### config.mk
export PLATFORM = sky130hd
export DESIGN_NAME = ram_access_arbiter
export DESIGN_NICKNAME = d
export VERILOG_FILES = /design/src/rtl/ram_arb_pkg.sv /design/src/rtl/ram_arb_lat_counter.sv /design/src/rtl/ram_access_arbiter.sv
export SDC_FILE = /design/constraint.sdc
export NUM_CORES = 1
export LEC_CHECK = 0
export BUFFER_PORTS_ARGS = -buffer_cell sky130_fd_sc_hd__buf_2
export CAP_MARGIN = 20
export CORE_MARGIN = 2
export CORE_UTILIZATION = 25
export DETAILED_ROUTE_END_ITERATION = 6
export PLACE_DENSITY_LB_ADDON = 0.15
export REMOVE_ABC_BUFFERS = 1
export SETUP_SLACK_MARGIN = 0.5
export SKIP_LAST_GASP = 1
export SLEW_MARGIN = 10
export SYNTH_ARGS = -nofsm -noshare
export SYNTH_HDL_FRONTEND = slang
export SYNTH_HIERARCHICAL = 1
export SYNTH_SLANG_ARGS = --single-unit
### constraint.sdc
create_clock -name clk_i -period 1.4 [get_ports clk_i]
set_input_delay 0.21 -clock clk_i [delete_from_list [all_inputs] [get_ports clk_i]]
set_output_delay 0.21 -clock clk_i [all_outputs]
set_load 0.005 [all_outputs]
### src/rtl/ram_arb_pkg.sv
// Shared types and default widths for the single-port RAM access arbiter.
package ram_arb_pkg;

  localparam int unsigned AddrWDefault = 16;
  localparam int unsigned DataWDefault = 32;
  // Wide enough to hold RD_LAT-1 for RD_LAT up to 4.
  localparam int unsigned LatCntW      = 2;

  typedef enum logic [2:0] {
    StIdle,
    StWrite,
    StRdIssue,
    StRdWait,
    StRdDone
  } arb_state_t;

  typedef enum logic {
    OwnWrite,
    OwnRead
  } arb_owner_t;

endpackage

### src/rtl/ram_arb_lat_counter.sv
// Loadable down-counter that times the read-wait phase; done_o flags a zero count.
module ram_arb_lat_counter
  import ram_arb_pkg::*;
#(
  parameter int unsigned Width = LatCntW
) (
  input  logic             clk_i,
  input  logic             rst_ni,
  input  logic             load_i,
  input  logic [Width-1:0] load_val_i,
  input  logic             en_i,
  output logic             done_o
);

  logic [Width-1:0] cnt_q, cnt_d;

  always_comb begin
    cnt_d = cnt_q;
    if (load_i) begin
      cnt_d = load_val_i;
    end else if (en_i && (cnt_q != '0)) begin
      cnt_d = cnt_q - 1'b1;
    end
  end

  always_ff @(posedge clk_i or negedge rst_ni) begin
    if (!rst_ni) begin
      cnt_q <= '0;
    end else begin
      cnt_q <= cnt_d;
    end
  end

  assign done_o = (cnt_q == '0);

endmodule

### src/rtl/ram_access_arbiter.sv
// Serialises a write requester and a read requester onto one synchronous single-port RAM.
// Define ARB_ROUND_ROBIN_EN to alternate contested grants; otherwise writes always win.
module ram_access_arbiter
  import ram_arb_pkg::*;
#(
  parameter int unsigned ADDR_W = AddrWDefault,
  parameter int unsigned DATA_W = DataWDefault,
  parameter int unsigned RD_LAT = 1
) (
  input  logic              clk_i,
  input  logic              rst_ni,
  input  logic              wr_req_i,
  input  logic [ADDR_W-1:0] wr_addr_i,
  input  logic [DATA_W-1:0] wr_data_i,
  output logic              wr_gnt_o,
  input  logic              rd_req_i,
  input  logic [ADDR_W-1:0] rd_addr_i,
  output logic              rd_gnt_o,
  output logic              rd_valid_o,
  output logic [DATA_W-1:0] rd_data_o,
  output logic [ADDR_W-1:0] ram_addr_o,
  output logic [DATA_W-1:0] ram_data_o,
  output logic              ram_wren_o,
  input  logic [DATA_W-1:0] ram_q_i,
  output logic              busy_o
);

  localparam logic [LatCntW-1:0] LatLoad = LatCntW'(RD_LAT - 1);

  arb_state_t        state_q;
  logic              wr_gnt_q, rd_gnt_q, rd_valid_q, ram_wren_q;
  logic [DATA_W-1:0] rd_data_q, ram_data_q;
  logic [ADDR_W-1:0] ram_addr_q;
  logic              grant_wr, grant_rd;
  logic              lat_done;

`ifdef ARB_ROUND_ROBIN_EN
  arb_owner_t last_winner_q;

  always_comb begin
    grant_wr = 1'b0;
    grant_rd = 1'b0;
    if (state_q == StIdle) begin
      if (wr_req_i && rd_req_i) begin
        grant_wr = (last_winner_q == OwnRead);
        grant_rd = (last_winner_q == OwnWrite);
      end else begin
        grant_wr = wr_req_i;
        grant_rd = rd_req_i;
      end
    end
  end

  always_ff @(posedge clk_i or negedge rst_ni) begin
    if (!rst_ni) begin
      last_winner_q <= OwnRead;
    end else if (grant_wr) begin
      last_winner_q <= OwnWrite;
    end else if (grant_rd) begin
      last_winner_q <= OwnRead;
    end
  end
`else
  always_comb begin
    grant_wr = 1'b0;
    grant_rd = 1'b0;
    if (state_q == StIdle) begin
      grant_wr = wr_req_i;
      grant_rd = rd_req_i && !wr_req_i;
    end
  end
`endif

  // Counter is loaded while issuing so it holds RD_LAT-1 on the first wait cycle.
  ram_arb_lat_counter #(
    .Width(LatCntW)
  ) u_lat_cnt (
    .clk_i      (clk_i),
    .rst_ni     (rst_ni),
    .load_i     (state_q == StRdIssue),
    .load_val_i (LatLoad),
    .en_i       (state_q == StRdWait),
    .done_o     (lat_done)
  );

  always_ff @(posedge clk_i or negedge rst_ni) begin
    if (!rst_ni) begin
      state_q    <= StIdle;
      wr_gnt_q   <= 1'b0;
      rd_gnt_q   <= 1'b0;
      rd_valid_q <= 1'b0;
      ram_wren_q <= 1'b0;
      rd_data_q  <= '0;
      ram_addr_q <= '0;
      ram_data_q <= '0;
    end else begin
      wr_gnt_q   <= 1'b0;
      rd_gnt_q   <= 1'b0;
      rd_valid_q <= 1'b0;
      ram_wren_q <= 1'b0;
      unique case (state_q)
        StIdle: begin
          if (grant_wr) begin
            state_q    <= StWrite;
            wr_gnt_q   <= 1'b1;
            ram_wren_q <= 1'b1;
            ram_addr_q <= wr_addr_i;
            ram_data_q <= wr_data_i;
          end else if (grant_rd) begin
            state_q    <= StRdIssue;
            rd_gnt_q   <= 1'b1;
            ram_addr_q <= rd_addr_i;
          end
        end
        StWrite:   state_q <= StIdle;
        StRdIssue: state_q <= StRdWait;
        StRdWait: begin
          if (lat_done) begin
            state_q    <= StRdDone;
            rd_valid_q <= 1'b1;
            rd_data_q  <= ram_q_i;
          end
        end
        StRdDone:  state_q <= StIdle;
        default:   state_q <= StIdle;
      endcase
    end
  end

  assign wr_gnt_o   = wr_gnt_q;
  assign rd_gnt_o   = rd_gnt_q;
  assign rd_valid_o = rd_valid_q;
  assign rd_data_o  = rd_data_q;
  assign ram_addr_o = ram_addr_q;
  assign ram_data_o = ram_data_q;
  assign ram_wren_o = ram_wren_q;
  assign busy_o     = (state_q != StIdle);

endmodule
# Word level (Yosys, flattened, before mapping)
# Cells that the tools add are included.
# word_totals
word_cells,43
register_bits,88
inputBits,100
# classes
eq_ne,4
n_addsub,1
n_reduce_logical,13
n_mux,17
# ops
op,count
16-bit 2-to-1 mux,2
1-bit 2-to-1 mux,9
3-bit 2-to-1 mux,3
3-bit one-hot mux with 3 select lines,1
2-bit AND reduction,4
"3-bit by 2-bit == test with 1-bit output, second input constant",2
2-bit nonzero test,3
2-bit 2-to-1 mux,2
3-bit zero test,1
"3-bit != test, second input constant",1
3-bit nonzero test,1
1-bit logical AND,2
2-bit zero test,1
"2-bit != test, second input constant",1
"2-bit by 1-bit subtractor with 2-bit output, second input constant",1
1-bit zero test,1

# Depth between registers and ports, before layout
# logic_depth
ltp_word,6
ltp_mapped,5

# By module
# The synthesis kept the hierarchy.
# modules_own_cells
mod,cells_per_inst,seq_area_each_um2,area_per_inst_um2,instances
ram_access_arbiter,230,2152.1,3404.5,1
ram_arb_lat_counter,13,50.0,132.6,1

# Worst setup path after synthesis
# OpenSTA, ideal clock, no wires.
# synth_path
kind,reg2reg
start,reg state_q[2]
end,"reg ram_data_q[10], in the netlist ram_data_o[10]"
t_arrival_ps,1373
n_path_buf,1
required_time_ps,1272
path_slack_ps,-100
setup_time_ps,128
synth_period_minus_slack_ps,1500
path_stages_with_launch,4
cell_sequence,dfrtp_1 nor4b_2 buf_2 mux2_1
# synth_between
elab_chain_len,3
# synth_rtl
element,line,text
from (decl),ram_access_arbiter.sv:30,arb_state_t state_q;
from (signal assigned),ram_access_arbiter.sv:88,state_q <= StIdle;
from (signal assigned),ram_access_arbiter.sv:104,state_q <= StWrite;
from (signal assigned),ram_access_arbiter.sv:110,state_q <= StRdIssue;
3-bit zero test *,"ram_access_arbiter.sv:67, ram_access_arbiter.sv:101",
1-bit 2-to-1 mux,ram_access_arbiter.sv:67,if (state_q == StIdle) begin
2-bit AND reduction (no line) *,-,
to (signal assigned),ram_access_arbiter.sv:108,ram_data_q <= wr_data_i;
to (decl),ram_access_arbiter.sv:32,"logic [DATA_W-1:0] rd_data_q, ram_data_q;"
# Every way passes the cells marked *; elsewhere a longest branch is shown, timed or not.
# A chain may end at the register's enable or synchronous reset.

# Worst setup path after layout
# layout_path
start,reg state_q[1]
end,out busy_o
# layout_between
elab_chain_len,1
# layout_rtl
element,line,text
3-bit nonzero test,ram_access_arbiter.sv:137,assign busy_o = (state_q != StIdle);
to (decl),ram_access_arbiter.sv:25,output logic busy_o
# Every way passes these cells.

==> results.cfg <==
[global_route]
grt_max_degree = 33
grt_overflow = 0
grt_pass1_wl_mm = 16.3
first_global_vias = 3066
antenna_found_initial = 0
grt.total_usage_pct = 14.5

[setup_path]
startpoint_type = flip-flop
worstSetupPathType = reg2out
worstPathRequired_ns = 1.19
cp-end-kind = output pin
critPathMaxFanout = 5
arrival_ns = 1.32

[sta]
rsz0062_at_grt = yes
fin_tns_setup_ns = -5.95
fin_crit_sh_pct = 109
final-setup-viol-count = 83
slew_violations = 0
finalClockSkew_ns = 0.00884
hold_viol = 27
fmax_mhz = 654
timing.hold.ws_ns = -0.200
fin_ws_ns = -0.130
layout_min_cycle_time_ns = 1.53

[synth]
yosysWarnings = 6
synth.top_cell.area_share_pct = 62.3
yosys-top-cells-count = 88 x dfrtp_1, 64 x mux2_1, 18 x nand2_1, 16 x a22oi_1, 16 x a32oi_1
syn_inst = 243
synth-seq-area-share_pct = 62.3
synth_most_common_cell = dfrtp_1
yosys_most_used_dff = dfrtp_1
yosysTopAreaCell = dfrtp_1
ys_seq_elements = 88
yosys-top-cells-area = dfrtp_1 62%, mux2_1 20%, a32oi_1 4.0%
synth-edff-count = 0
synth_cell_types = 29
syn_area_mm2 = 0.00354
async_reset_ff_share_pct = 100
synth_area_per_cell_um2 = 14.6

[run_status]
status = finished, violations left
violations = hold timing, setup timing

[clock_tree]
cts_num_sinks = 88
cts_max_level = 3
tritoncts = built
cts_root_buf = clkbuf_16
clk_latency_ns = 0.35
cts-buffers-inserted = 9
cts_max_path_buffers = 2
cts.reportedPaths.clkPinSlew_ns = 0.06

[cells_and_area]
regArea_mm2 = 0.00220
antennaDiodeCount = 0
fin_cells = 681
stdcell_area_mm2 = 0.00582
nets = 597
n_fill_cell = 1351
area_growth_pct = 64.5
drive_gt1_share_pct = 63.7
multiInputGateArea_mm2 = 0.00142

[floorplanning]
core-area_mm2 = 0.0138
pin_count = 185
die_x_um = 123
die_area_mm2 = 0.0151
initial_core_util_pct = 25.6
fp.dieH_um = 123
rows = 43

[place]
post-place-ws_ns = -0.120
port_buffers = 184
gp_congestion = 0.740
dpl.cell_count = 616
place_area_mm2 = 0.00481
dp_hpwl_mm = 7.25

[route]
ant_nets = 0
wire_per_inst_um = 16.3
first_iter_violations = 76
vias = 3019
avgViaCountPerCell = 4.43
firstDrtPassIters = 4
routed_wl_mm = 11.1
remaining_drc_errors = 0

[power]
vdd_drop_max_uv = 1090
power.density_mw_per_mm2 = 2280
cellLeakagePower_nw = 3.01

[job]
maxCapViolCount = 0

[worst_hold_path]
min_path_type = in2async
==> state kept, by name (all words and copies together), names as in the netlist <==
| register | cells |
|---|---|
| rd_valid_o | 1 |
| ram_addr_o | 16 |
| ram_wren_o | 1 |
| ram_data_o | 32 |
| rd_data_o | 32 |
| state_q | 3 |
| u_lat_cnt/cnt_q | 2 |
| rd_gnt_o | 1 |
==> what timing repair did <==
item / in CTS / in global routing
pin swaps: 3 / 6
cloned: 5 / 3
endpoints found under the setup margin: 173 / 173
hold endpoints to repair: 27 / 27
resized for setup: 29 / 43
setup buffers: 23 / 18
==> worst paths after layout <==
| kind | start | end | slack [ns] | cells past startpoint |
|---|---|---|---|---|
| worst max-delay path | state_q[1] | busy_o | -0.13 | 4 |
| worst min-delay path | rst_ni | rd_data_o[29] | -0.20 | 1 |
| worst max register to register | state_q[2] | ram_data_o[25] | -0.13 | 4 |
| worst min register to register | ram_data_o[9] | ram_data_o[9] | 0.48 | 1 |
| max in group asynchronous | rst_ni | ram_data_o[25] | 1.06 | 2 |
| min in group clk_i | wr_data_i[27] | ram_data_o[27] | 0.08 | 2 |
==> logic make-up (layout without fill, tap and decap cells) <==
logic type,after synthesis,after routing,share of synthesized area (%)
flops,88,88,62.3
mux,64,64,20.4
compound gates,38,38,8.67
simple gates,32,32,5.09
buf+inv,19,276,3.15
fa+ha+maj,1,1,0.354
other cells,1,2,0.106
==> layout by cell type (no fill, tap or decap), types with 3 or more instances in the layout <==
cell       count
inv_1          3
clkinv_2       3
buf_6          6
a32oi_1       16
dfrtp_1       86
mux2_1        27
clkbuf_16     12
buf_4         52
buf_8          3
buf_2        182
mux2_4        37
nand2_1       18
buf_12         5
a22oi_1       16
==> report_power, final <==
| group | leakage [nW] | switching [mW] | internal, mW | total [mW] |
|---|---|---|---|---|
| Combinational | 1.83 | 2.49 | 4.04 | 6.53 |
| Clock | 0.134 | 0.990 | 1.20 | 2.19 |
| Sequential | 1.04 | 0.674 | 3.86 | 4.53 |
| Total | 3.01 | 4.16 | 9.10 | 13.3 |
==> area by class of cell <==
type | instances | share of cell area [%]
repair buffers | 254 | 28.8
inverters | 6 | 0.430
well taps | 180 | 3.87
clock buffers | 11 | 4.00
flip-flops and latches | 88 | 37.9
clock inverters | 5 | 0.559
multi-input cells | 137 | 24.4
==> stage by stage <==
step	util [%]	power [mW]
2_1_floorplan	-	6.56
3_3_place_gp	34.8	8.77
3_5_place_dp	34.8	8.91
4_1_cts	39.4	12.3
5_1_grt	42.1	14.2
6_report	42.1	13.3
==> routing by layer <==
layer  vias up  wire (um)  global-route usage, %
li1       1396          -                      -
met1      1480       4380                   17.2
met2       129       5380                   23.1
met3        14       1120                   5.77
met4         0        218                   6.82
met5         -          0                      0
==> critical path, cell delays in order (launching register included) <==
cell and delay, ns:
dfrtp_2 0.45, buf_6 0.14, nor3_4 0.22, inv_4 0.06, buf_6 0.11
Note: power is estimated with default switching activity, not from simulation.
